--- config.mk ---
export PLATFORM = sky130hd
export DESIGN_NAME = stream_merge_rr
export DESIGN_NICKNAME = d
export VERILOG_FILES = /design/src/rtl/stream_merge_rr.sv
export SDC_FILE = /design/constraint.sdc
export NUM_CORES = 1
export LEC_CHECK = 0
export ABC_AREA = 1
export CAP_MARGIN = 20
export CORE_MARGIN = 4
export CORE_UTILIZATION = 42
export DETAILED_ROUTE_END_ITERATION = 6
export GPL_ROUTABILITY_DRIVEN = 1
export GPL_TIMING_DRIVEN = 0
export MAX_ROUTING_LAYER = met4
export PLACE_DENSITY = 0.83
export SLEW_MARGIN = 0
export SYNTH_ARGS = -nofsm -noshare
export SYNTH_HDL_FRONTEND = slang
export SYNTH_SLANG_ARGS = --single-unit
--- constraint.sdc ---
create_clock -name clock -period 2.9 [get_ports clock]
set_input_delay 0.29 -clock clock [delete_from_list [all_inputs] [get_ports clock]]
set_output_delay 0.29 -clock clock [all_outputs]
set_load 0.01 [all_outputs]
--- src/rtl/stream_merge_rr.sv ---
// stream_merge_rr: drains CHANNELS first-word-fall-through byte sources into a
// single sink FIFO using round-robin arbitration. The sink's full flag applies
// backpressure. Each granted byte is popped exactly once and pushed exactly once.
//
// Optional feature: when STREAM_MERGE_TAG_EN is defined, every data byte is
// preceded by a tag byte of TAG_BASE | channel. When it is undefined, the sink
// sees raw bytes only and the TAG state and TAG_BASE parameter do not exist.
module stream_merge_rr #(
  parameter int CHANNELS   = 2,
  parameter int DATA_WIDTH = 8,
  localparam int CH_BITS   = (CHANNELS > 1) ? $clog2(CHANNELS) : 1
`ifdef STREAM_MERGE_TAG_EN
  , parameter logic [DATA_WIDTH-1:0] TAG_BASE = DATA_WIDTH'(8'hF0)
`endif
) (
  input  logic                           clock,
  input  logic                           reset,
  input  logic [CHANNELS-1:0]            src_empty,
  input  logic [CHANNELS*DATA_WIDTH-1:0] src_data,
  output logic [CHANNELS-1:0]            src_read_en,
  input  logic                           sink_full,
  output logic                           sink_write_en,
  output logic [DATA_WIDTH-1:0]          sink_data,
  output logic [CH_BITS-1:0]             grant_channel,
  output logic                           busy
);

  typedef enum logic [1:0] {
    IDLE   = 2'd0,
    DATA   = 2'd1,
    SETTLE = 2'd2
`ifdef STREAM_MERGE_TAG_EN
    , TAG  = 2'd3
`endif
  } state_t;

  state_t                  state, state_next;
  logic [CH_BITS-1:0]      rr_ptr, rr_next;
  logic [CH_BITS-1:0]      grant_next;
  logic                    write_next;
  logic [DATA_WIDTH-1:0]   data_next;
  logic [CHANNELS-1:0]     read_next;
  logic [DATA_WIDTH-1:0]   head_data;
  logic [CHANNELS-1:0]     grant_onehot;
  logic [CH_BITS-1:0]      pick;
  logic                    any_ready;

  // The first non-empty channel strictly above ptr wins. If there is none,
  // the search wraps and the lowest non-empty channel at or below ptr wins.
  // The loop runs downward so that the lowest index in each half is assigned last.
  function automatic logic [CH_BITS-1:0] rr_pick(input logic [CHANNELS-1:0] empty,
                                                 input logic [CH_BITS-1:0]  ptr);
    logic [CH_BITS-1:0] hi;
    logic [CH_BITS-1:0] lo;
    logic               found_hi;
    hi       = '0;
    lo       = '0;
    found_hi = 1'b0;
    for (int c = CHANNELS - 1; c >= 0; c--) begin
      if (!empty[c]) begin
        if (CH_BITS'(c) > ptr) begin
          hi       = CH_BITS'(c);
          found_hi = 1'b1;
        end else begin
          lo = CH_BITS'(c);
        end
      end
    end
    return found_hi ? hi : lo;
  endfunction

  assign any_ready = |(~src_empty);
  assign pick      = rr_pick(src_empty, rr_ptr);
  assign busy      = (state != IDLE);

  // Select the granted channel's head word and build its one-hot pop mask.
  always_comb begin
    head_data    = '0;
    grant_onehot = '0;
    for (int c = 0; c < CHANNELS; c++) begin
      if (grant_channel == CH_BITS'(c)) begin
        head_data       = src_data[c*DATA_WIDTH +: DATA_WIDTH];
        grant_onehot[c] = 1'b1;
      end
    end
  end

  // Next-state logic. It also computes the registered strobes and data for the next cycle.
  always_comb begin
    // NOTE: every signal gets a default value before the case statement, so no path
    // through the case leaves a signal unassigned and no latch is inferred.
    state_next = state;
    rr_next    = rr_ptr;
    grant_next = grant_channel;
    write_next = 1'b0;
    data_next  = sink_data;
    read_next  = '0;
    case (state)
      IDLE: begin
        if (any_ready && !sink_full) begin
          grant_next = pick;
          rr_next    = pick;
`ifdef STREAM_MERGE_TAG_EN
          state_next = TAG;
`else
          state_next = DATA;
`endif
        end
      end
`ifdef STREAM_MERGE_TAG_EN
      TAG: begin
        if (!sink_full) begin
          write_next = 1'b1;
          data_next  = TAG_BASE | DATA_WIDTH'(grant_channel);
          state_next = DATA;
        end
      end
`endif
      DATA: begin
        if (!sink_full) begin
          write_next = 1'b1;
          data_next  = head_data;
          read_next  = grant_onehot;
          state_next = SETTLE;
        end
      end
      // Idle for one cycle so the popped source can update src_empty before
      // the next arbitration decision.
      SETTLE:  state_next = IDLE;
      default: state_next = IDLE;
    endcase
  end

  // State register plus registered strobes and data. Reset is asynchronous.
  always_ff @(posedge clock or posedge reset) begin
    if (reset) begin
      state         <= IDLE;
      rr_ptr        <= CH_BITS'(CHANNELS - 1);
      grant_channel <= '0;
      sink_write_en <= 1'b0;
      sink_data     <= '0;
      src_read_en   <= '0;
    end else begin
      // NOTE: use non-blocking assignments for every flop. All registers then
      // update together at the clock edge, whatever order these statements are in.
      state         <= state_next;
      rr_ptr        <= rr_next;
      grant_channel <= grant_next;
      sink_write_en <= write_next;
      sink_data     <= data_next;
      src_read_en   <= read_next;
    end
  end

endmodule
Word level (Yosys, flattened, before mapping) --
Index checks and enable logic that the tools add are counted.
Cells by class: $lt $le $gt $ge 2, eq/ne operators 3, mux-type cells 21, bitwise gates (word level) 2, reductions and logical operators 8
Operators by type and width (number):
- 1-bit two-way mux | 15
- 2-bit two-way mux | 4
- 8-bit two-way mux | 1
- 2-bit AND reduction | 3
- 2-bit inequality test (second input constant) | 2
- 2-bit one-hot mux with 2 select lines | 1
- 2-bit by 1-bit == test with 1-bit output (second input constant) | 1
- 1-bit greater-than comparator (first input constant) | 2
- 2-bit logical NOT | 1
- 2-bit NOT | 1
- 2-bit nonzero test | 1
- 2-bit OR reduction | 1
- 1-bit logical AND | 1
- 1-bit logical NOT | 1
- 1-bit NOT | 1
Word-level totals: bits in registers 15, bits of input ports 21, output and inout port bits 13, logic and storage cells 42

Logic depth before layout (Yosys ltp) --
Gate-level depths: netlist (run 1).
word-level depth 6, mapped depth 5, depth with buffers taken out 5

Worst setup path after synthesis (run 1) --
No wires, ideal clock.
kind flip-flop to flip-flop, start point register grant_channel, end point register sink_data[0], arrival 0.912 ns, data required time 2.835 ns, slack 1.923 ns, cell stages (with the launch flop) 6, buffers on the path 2, path through dfrtp_1 buf_6 buf_6 o21ai_0 nand2_1 nand2_1
On the way: word-level cells in the longest chain between the ends 1
Ends and longest elaborated chain:
- start, declared | line 24 | output logic [CH_BITS-1:0] grant_channel,
- start signal, assigned | line 148 | grant_channel <= grant_next;
- 8-bit two-way mux | line 81 | if (grant_channel == CH_BITS'(c)) begin
- end signal, assigned | line 150 | sink_data <= data_next;
- end, declared | line 23 | output logic [DATA_WIDTH-1:0] sink_data,
No other way between the ends. A chain may end at the register's enable or synchronous reset.

Worst setup path in the final report (run 1) --
start point register state[1], end point output busy
On the way: word-level cells in the longest chain between the ends 1
Ends and longest elaborated chain:
- start, declared | line 37 | state_t state, state_next;
- start signal, assigned | line 146 | state <= state_next;
- 2-bit nonzero test | line 74 | assign busy = (state != IDLE);
- end, declared | line 25 | output logic busy
No other way between the ends.

==> metrics.csv, run 1 <==
stage,metric,value,unit
grt,antenna_found_initial,0,
detailed_routing,drc,0,
cells_and_area,nets,148,
grt,overflow,0,
min_path,hp-class,in2async,
detailed_routing,postRouteAntennaNets,0,
synth,synth_fp_nets,110,
synth,synth_cells,89,
clock_network,post_cts_resized,0,
grt,grt_pass1_wl,3070,um
power,power,0.819,mW
detailed_routing,wl_met2,1050,um
grt,grt_pass1_vias,647,
detailed_routing,met1Wirelength,695,um
timing,skew,5.59,ps
cells_and_area,layout_commonest_cell,nand2_1,
critical_path,worstSetupStartpointType,flop,
outcome,status,"complete, no violations",
cells_and_area,fin_util,0.698,
synth,syn_avg_cell_area,7.86,um2
critical_path,cp.required,2610,ps
clock_network,path_clk_slew,90,ps
floorplan,die_area,2380,um2
critical_path,crit_path_end_kind,output pin,
place,dp_hpwl,1540,um
clock_network,cts_sinks,15,
timing,finalHoldViolCount,0,
timing,setup_tns,0,ps
floorplan,die_w,48.8,um
clock_network,clockBufferDepth,2,
grt,grt_use_total,0.173,
cells_and_area,final_cell_mix,"40 x nand2_1, 33 x clkdlybuf4s50_1, 14 x dfrtp_1",
floorplan,start_util,0.454,
timing,relSlewSlack,0.615,
power,power_density,761,nW/um2
timing,max_freq,0.608,GHz
detailed_routing,dr.pass1.iters,4,
clock_network,cts_buffers,3,
timing,rsz0062_at_grt,false,
detailed_routing,top_layer,met4,
place,io_buffers,33,
critical_path,path_class,reg2out,
grt,grt_max_degree,16,
critical_path,worst-path-max-fanout,3,
detailed_routing,wirelength,1870,um
clock_network,post_cts_buffers,0,
detailed_routing,wl_met3,105,um
cells_and_area,drive_gt1_frac,0.0794,
detailed_routing,drtIter0Drc,7,
timing,whs,366,ps
cells_and_area,antenna_cells,0,
floorplan,core,1540,um2
clock_network,cts_tree,built,
floorplan,die_h,48.8,um
clock_network,cts-root-buf,clkbuf_4,
timing,timing.final.crit_share,0.567,
cells_and_area,area_growth,53.8,%
synth,ys_seq_area_frac,0.538,
clock_network,postCtsHoldBufs,0,
critical_path,arrival,1350,ps
floorplan,row_count,14,
job,cap_violations,0,
timing,slew_violations,0,
timing,worst_slew_pin_slew,576,ps
floorplan,ios,34,
timing,setup_viol,0,
detailed_routing,wire_per_inst,13.2,um
detailed_routing,route.vias.total,674,
synth,ys_ff_latch,15,
power,p_leak,0.544,nW
power,ir_drop,0.445,mV
detailed_routing,viasPerCell,4.75,
synth,yosys_warnings,0,
clock_network,cts.htree.levels,1,
timing,fin_crit,1640,ps
clock_network,clkLatencyLatePin,280,ps
synth,synth_cell_type_count,14,
place,place.gp.congestion,0.783,
critical_path,rrSetupSlack,1810,ps
synth,synthesis.area,699,um2
==> worst paths after layout <==
check                              start  cells past startpoint      endpoint
setup / recovery                state[1]                      3          busy
hold reg to reg                   rr_ptr                      2        rr_ptr
setup reg to reg           grant_channel                      5  sink_data[7]
hold / removal                     reset                      2  sink_data[3]
max in group asynchronous          reset                      2  sink_data[7]
min in group clock                rr_ptr                      2        rr_ptr
==> cells in the mapped netlist (all sizes together) <==
master  number  area (um2)
buf          2        22.5
dfstp        1        26.3
a21oi        1        5.00
inv         13        48.8
dfrtp       14         350
nand3        2        15.0
nand2       41         156
o21ai        9        45.0
nor2         6        30.0
==> state kept, by name, summed over array words and instances (netlist names) <==
signal and count:
grant_channel 1, rr_ptr 1, sink_data 8, sink_write_en 1
src_read_en 2, state 2
==> critical path: stages (launching register included) <==
cell and delay [ps]:
dfrtp_1 370, inv_1 80, nand2_1 90, clkdlybuf4s50_1 530
==> per-layer routing <==
metal / GRT usage / vias up
li1: - / 342
met4: 0.0673 / 0
met2: 0.311 / 17
met5: - / -
met3: 0.0428 / 4
met1: 0.178 / 311
==> power by group <==
group,total (mW),internal (mW),switching (mW)
Clock,0.117,0.0533,0.0634
Combinational,0.377,0.202,0.175
Sequential,0.325,0.284,0.0415
==> area by class of cell <==
cell class                 count  area [um2]
clock buffer                   4        26.3
multi-input combinational     59         251
fill                         143         465
sequential                    15         377
timing repair buffer          33         330
tap                           16        20.0
buffer                         2        22.5
inverter                      13        48.8
==> cell families (layout without fill, tap and decap cells) <==
family / Yosys count / in the layout / share of synthesized area
and+or+nand+nor: 49 / 49 / 0.288
DFF: 15 / 15 / 0.538
buffers and inverters: 15 / 52 / 0.102
AOI/OAI and AO/OA: 10 / 10 / 0.0715
==> per-stage QoR <==
step                worst slack, ps  cell area, um2  instances
finish                         1260            1080        142
global route                   1180            1080        142
CTS                            1230            1080        142
detailed placement             1470            1050        138
global placement               1500            1050        138
floorplan                      1920             699         89
Note: power is estimated with default switching activity, not from simulation.
==> run 2: changes to the inputs <==
--- a/config.mk
+++ b/config.mk
@@ -8,12 +8,12 @@
 export ABC_AREA = 1
 export CAP_MARGIN = 20
 export CORE_MARGIN = 4
-export CORE_UTILIZATION = 42
+export CORE_UTILIZATION = 35
 export DETAILED_ROUTE_END_ITERATION = 6
 export GPL_ROUTABILITY_DRIVEN = 1
 export GPL_TIMING_DRIVEN = 0
 export MAX_ROUTING_LAYER = met4
-export PLACE_DENSITY = 0.83
+export PLACE_DENSITY = 0.74
 export SLEW_MARGIN = 0
 export SYNTH_ARGS = -nofsm -noshare
 export SYNTH_HDL_FRONTEND = slang
==> constraint.sdc (replaced) <==
create_clock -name clock -period 1.4 [get_ports clock]
set_input_delay 0.14 -clock clock [delete_from_list [all_inputs] [get_ports clock]]
set_output_delay 0.14 -clock clock [all_outputs]
set_load 0.01 [all_outputs]
==> metrics.csv, run 2 (synthesis results as in run 1) <==
stage,metric,value,unit
outcome,status,"complete, no violations",
critical_path,reg2regPathDepth,5,
floorplan,core,1800,um2
grt,grt_pass1_vias,619,
detailed_routing,dr.pass1.iters,4,
detailed_routing,wirelength,1610,um
timing,setup_tns,0,ps
timing,relSlewSlack,0.631,
power,p_int,1.12,mW
place,io_buffers,33,
detailed_routing,drtIter0Drc,5,
grt,grt_pass1_wl,2550,um
timing,rsz0062_at_grt,false,
power,p_leak,0.551,nW
cells_and_area,antenna_cells,0,
timing,skew,10.6,ps
critical_path,cp.required,1260,ps
critical_path,worstSetupStartpointType,flop,
critical_path,crit_buf_inv,1,
job,cap_violations,0,
critical_path,path_delay_family,buffers and inverters,
cells_and_area,reg.largest.list,"sink_data x8, src_read_en x2, state x2",
clock_network,postCtsHoldBufs,0,
power,p_sw_frac,0.339,
timing,max_freq,0.743,GHz
timing,fin_crit,1350,ps
floorplan,die_w,52.7,um
grt,overflow,0,
clock_network,cts-root-buf,clkbuf_4,
cells_and_area,nets,149,
grt,grt_use_total,0.132,
detailed_routing,route.vias.total,653,
critical_path,crit_path_end_kind,output pin,
timing,setup_viol,0,
grt,grt_max_degree,16,
cells_and_area,layout_commonest_cell,nand2_1,
power,pwr-share-clk,0.150,
cells_and_area,drive_gt1_frac,0.0866,
clock_network,clockBufferDepth,2,
cells_and_area,fin_util,0.607,
min_path,hp-class,in2async,
power,combPwrFrac,0.458,
floorplan,die_h,52.7,um
power,seqPwrFrac,0.392,
timing,worst_slew_pin_slew,553,ps
clock_network,cts_buffers,3,
clock_network,clkLatencyLatePin,290,ps
critical_path,slowest_delay,550,ps
clock_network,cts.htree.levels,1,
power,power_density,1550,nW/um2
floorplan,ios,34,
clock_network,path_clk_slew,100,ps
clock_network,cts_tree,built,
floorplan,start_util,0.388,
critical_path,worstSetupPathDepth,1,
power,p_switching,0.573,mW
place,place.gp.congestion,0.781,
critical_path,arrival,1210,ps
cells_and_area,area_growth,56.4,%
floorplan,row_count,15,
detailed_routing,postRouteAntennaNets,0,
timing,timing.final.crit_share,0.961,
place,dp_hpwl,1230,um
cells_and_area,largest_reg_flops,8,
clock_network,cts_sinks,15,
critical_path,critical-path-slowest-cell,clkdlybuf4s50_1,
cells_and_area,final_area,1090,um2
critical_path,worst-path-max-fanout,2,
cells_and_area,regMostFlops,sink_data,
timing,slew_violations,0,
timing,finalHoldViolCount,0,
detailed_routing,drc,0,
critical_path,crit_chain,clkdlybuf4s50_1,
cells_and_area,final_cell_mix,"40 x nand2_1, 32 x clkdlybuf4s50_1, 14 x dfrtp_1",
detailed_routing,viasPerCell,4.30,
grt,antenna_found_initial,0,
power,ir_drop,0.676,mV
floorplan,die_area,2780,um2
place,place_area,1060,um2
detailed_routing,wire_per_inst,10.6,um
critical_path,path_class,reg2out,
-- run 2: changes by cell type in the layout (fill, tap and decap cells not counted) --
cell             change
dlygate4sd2_1        +1
buf_4                +1
clkdlybuf4s50_1      -1
-- run 2: what timing repair did --
item / 4_1_cts / 5_1_grt
setup endpoints to repair: 1 / 0
resized for setup: 1 / 0
buffers inserted: 1 / 0
-- run 2: layout make-up --
type	instances	area, um2
Buffer	2	22.5
Fill cell	172	708
Multi-Input combinational cell	59	251
Inverter	13	48.8
Sequential cell	15	377
Tap cell	25	31.3
Clock buffer	4	26.3
Timing Repair Buffer	34	337
-- run 2: worst paths after layout --
check / startpoint / end / slack, ps
max in group asynchronous: reset / rr_ptr / 820
max reg2reg: grant_channel / sink_data[0] / 370
min in group clock: rr_ptr / rr_ptr / 470
min reg2reg: rr_ptr / rr_ptr / 470
max: grant_channel / grant_channel / 50
min: reset / sink_write_en / 190
-- run 2: metrics by stage --
| step | power, mW | hold WS, ps | std cells | worst slack, ps |
|---|---|---|---|---|
| finish | 1.69 | 193 | 152 | 54.4 |
| global route | 1.81 | 278 | 152 | 4.35 |
| CTS | 1.71 | 213 | 152 | 35.6 |
| detailed placement | 1.45 | 457 | 147 | 131 |
| global placement | 1.43 | 455 | 147 | 128 |
| floorplan | 1.05 | 40.8 | 89 | 423 |
-- run 2: power by group through the flow --
stage | registers (mW) | clock network (mW) | logic, mW
after floorplan | 0.733 | 0 | 0.314
after CTS | 0.663 | 0.261 | 0.789
final | 0.663 | 0.253 | 0.774
after global placement | 0.671 | 0 | 0.764
after detailed placement | 0.677 | 0 | 0.777
after global routing | 0.681 | 0.277 | 0.854
-- run 2: routing by layer --
metal	vias to the layer above	part of all wire	track usage
li1	344	-	-
met1	283	0.39	0.131
met2	22	0.53	0.240
met3	4	0.064	0.0199
met4	0	0.022	0.0766
met5	-	0	-
==> run 3: changes to the inputs <==
--- a/config.mk
+++ b/config.mk
@@ -7,7 +7,7 @@
 export LEC_CHECK = 0
 export ABC_AREA = 1
 export CAP_MARGIN = 20
-export CORE_MARGIN = 4
+export CORE_MARGIN = 2
 export CORE_UTILIZATION = 35
 export DETAILED_ROUTE_END_ITERATION = 6
 export GPL_ROUTABILITY_DRIVEN = 1
==> metrics.csv, run 3 (synthesis results as in run 1) <==
stage,metric,value,unit
outcome,status,"complete, no violations",
floorplan,core,1920,um2
critical_path,crit_buf_inv,1,
cells_and_area,largest_reg_flops,8,
timing,finalHoldViolCount,0,
floorplan,die_w,48.7,um
grt,groute.layer.met2.usage,0.269,
min_path,hp-class,in2async,
power,ir_drop,0.832,mV
cells_and_area,regMostFlops,sink_data,
place,dp_hpwl,1170,um
detailed_routing,postRouteAntennaNets,0,
floorplan,row_count,16,
cells_and_area,layout_commonest_cell,nand2_1,
critical_path,path_delay_family,buffers and inverters,
critical_path,worst_r2r_endpoint,sink_data[4],
cells_and_area,n_fill_cell,185,
timing,slew_violations,0,
timing,worst_slew_pin_slew,557,ps
floorplan,die_area,2370,um2
grt,antenna_found_initial,0,
grt,grt_pass1_vias,658,
floorplan,ios,34,
cells_and_area,antenna_cells,0,
timing,relSlewSlack,0.628,
detailed_routing,drtIter0Drc,8,
floorplan,die_h,48.7,um
cells_and_area,fin_util,0.572,
cells_and_area,area_growth,57.1,%
grt,grt_pass1_wl,2770,um
clock_network,cts_buffers,3,
cells_and_area,final_cell_mix,"40 x nand2_1, 31 x clkdlybuf4s50_1, 14 x dfrtp_1",
critical_path,rr_startpoint,grant_channel,
grt,grt_use_met1,0.170,
grt,grt_max_degree,16,
grt,grt.met3_usage,0.0340,
critical_path,path_class,reg2out,
critical_path,worst-path-max-fanout,2,
place,place.gp.congestion,0.782,
clock_network,cts.htree.levels,1,
clock_network,clkLatencyLatePin,290,ps
cells_and_area,nets,149,
timing,setup_tns,0,ps
cells_and_area,multiInputGateArea,251,um2
critical_path,arrival,1210,ps
cells_and_area,drive_gt1_frac,0.0866,
clock_network,clockBufferDepth,2,
critical_path,worstSetupStartpointType,flop,
critical_path,crit_path_end_kind,output pin,
critical_path,crit_chain,clkdlybuf4s50_1,
cells_and_area,reg.largest.list,"sink_data x8, src_read_en x2, state x2",
clock_network,cts_tree,built,
detailed_routing,wirelength,1560,um
detailed_routing,wire_per_inst,10.1,um
floorplan,start_util,0.364,
critical_path,rrSetupSlack,360,ps
detailed_routing,route.vias.total,667,
power,power_density,1540,nW/um2
place,io_buffers,33,
grt,busiest_layer,met2,
cells_and_area,final_area,1100,um2
timing,fin_crit,1350,ps
critical_path,slowest_delay,560,ps
grt,grt_use_total,0.163,
power,power,1.69,mW
timing,skew,8.15,ps
clock_network,cts-root-buf,clkbuf_4,
timing,setup_viol,0,
detailed_routing,drc,0,
timing,max_freq,0.739,GHz
grt,overflow,0,
timing,timing.final.crit_share,0.966,
critical_path,reg2regPathDepth,5,
detailed_routing,viasPerCell,4.33,
detailed_routing,dr.pass1.iters,4,
timing,rsz0062_at_grt,false,
clock_network,path_clk_slew,100,ps
place,place_area,1060,um2
power,p_leak,0.564,nW
critical_path,cp.required,1260,ps
cells_and_area,regArea,377,um2
clock_network,cts_sinks,15,
critical_path,critical-path-slowest-cell,clkdlybuf4s50_1,
job,cap_violations,0,
run 3: cell count changes in the layout (fill, tap and decap cells not counted), sizes merged:
| cell | previous run | this run |
|---|---|---|
| dlymetal6s2s | 0 | 1 |
| clkdlybuf4s50 | 32 | 31 |
run 3: final cells by class:
cell class | instances | area share
timing repair buffer | 34 | 0.309
inverter | 13 | 0.0444
tap | 27 | 0.0308
multi-input combinational | 59 | 0.229
sequential | 15 | 0.343
clock buffer | 4 | 0.0239
buffer | 2 | 0.0205
run 3: what timing repair did:
item                       in CTS  in global routing
hold buffers                    0                  0
buffers inserted                1                  0
resized for setup               1                  1
setup endpoints to repair       1                  1
run 3: where the power goes:
part	total [mW]	internal (mW)	switching (mW)
combinational	0.769	0.416	0.353
sequential	0.660	0.587	0.0730
clock	0.261	0.111	0.150
total	1.69	1.11	0.576
run 3: worst max path at each step:
stage | to | depth (start not counted) | startpoint
2_1_floorplan | sink_data[0] | 5 | grant_channel
3_3_place_gp | sink_data[4] | 5 | sink_full
3_5_place_dp | sink_data[1] | 5 | sink_full
4_1_cts | grant_channel | 1 | grant_channel
5_1_grt | sink_data[5] | 1 | sink_data[5]
6_report | grant_channel | 1 | grant_channel
run 3: stage by stage:
stage / hold slack [ps] / instances / worst slack (ps)
detailed placement: 459 / 149 / 132
finish: 192 / 154 / 47.5
floorplan: 40.8 / 89 / 423
global route: 264 / 154 / 1.29
global placement: 453 / 149 / 141
CTS: 219 / 154 / 40.0
run 3: routing by layer:
layer / part of all wire / up-vias
met5: 0 / -
met4: 0.042 / 0
li1: - / 342
met3: 0.045 / 7
met1: 0.43 / 298
met2: 0.48 / 20
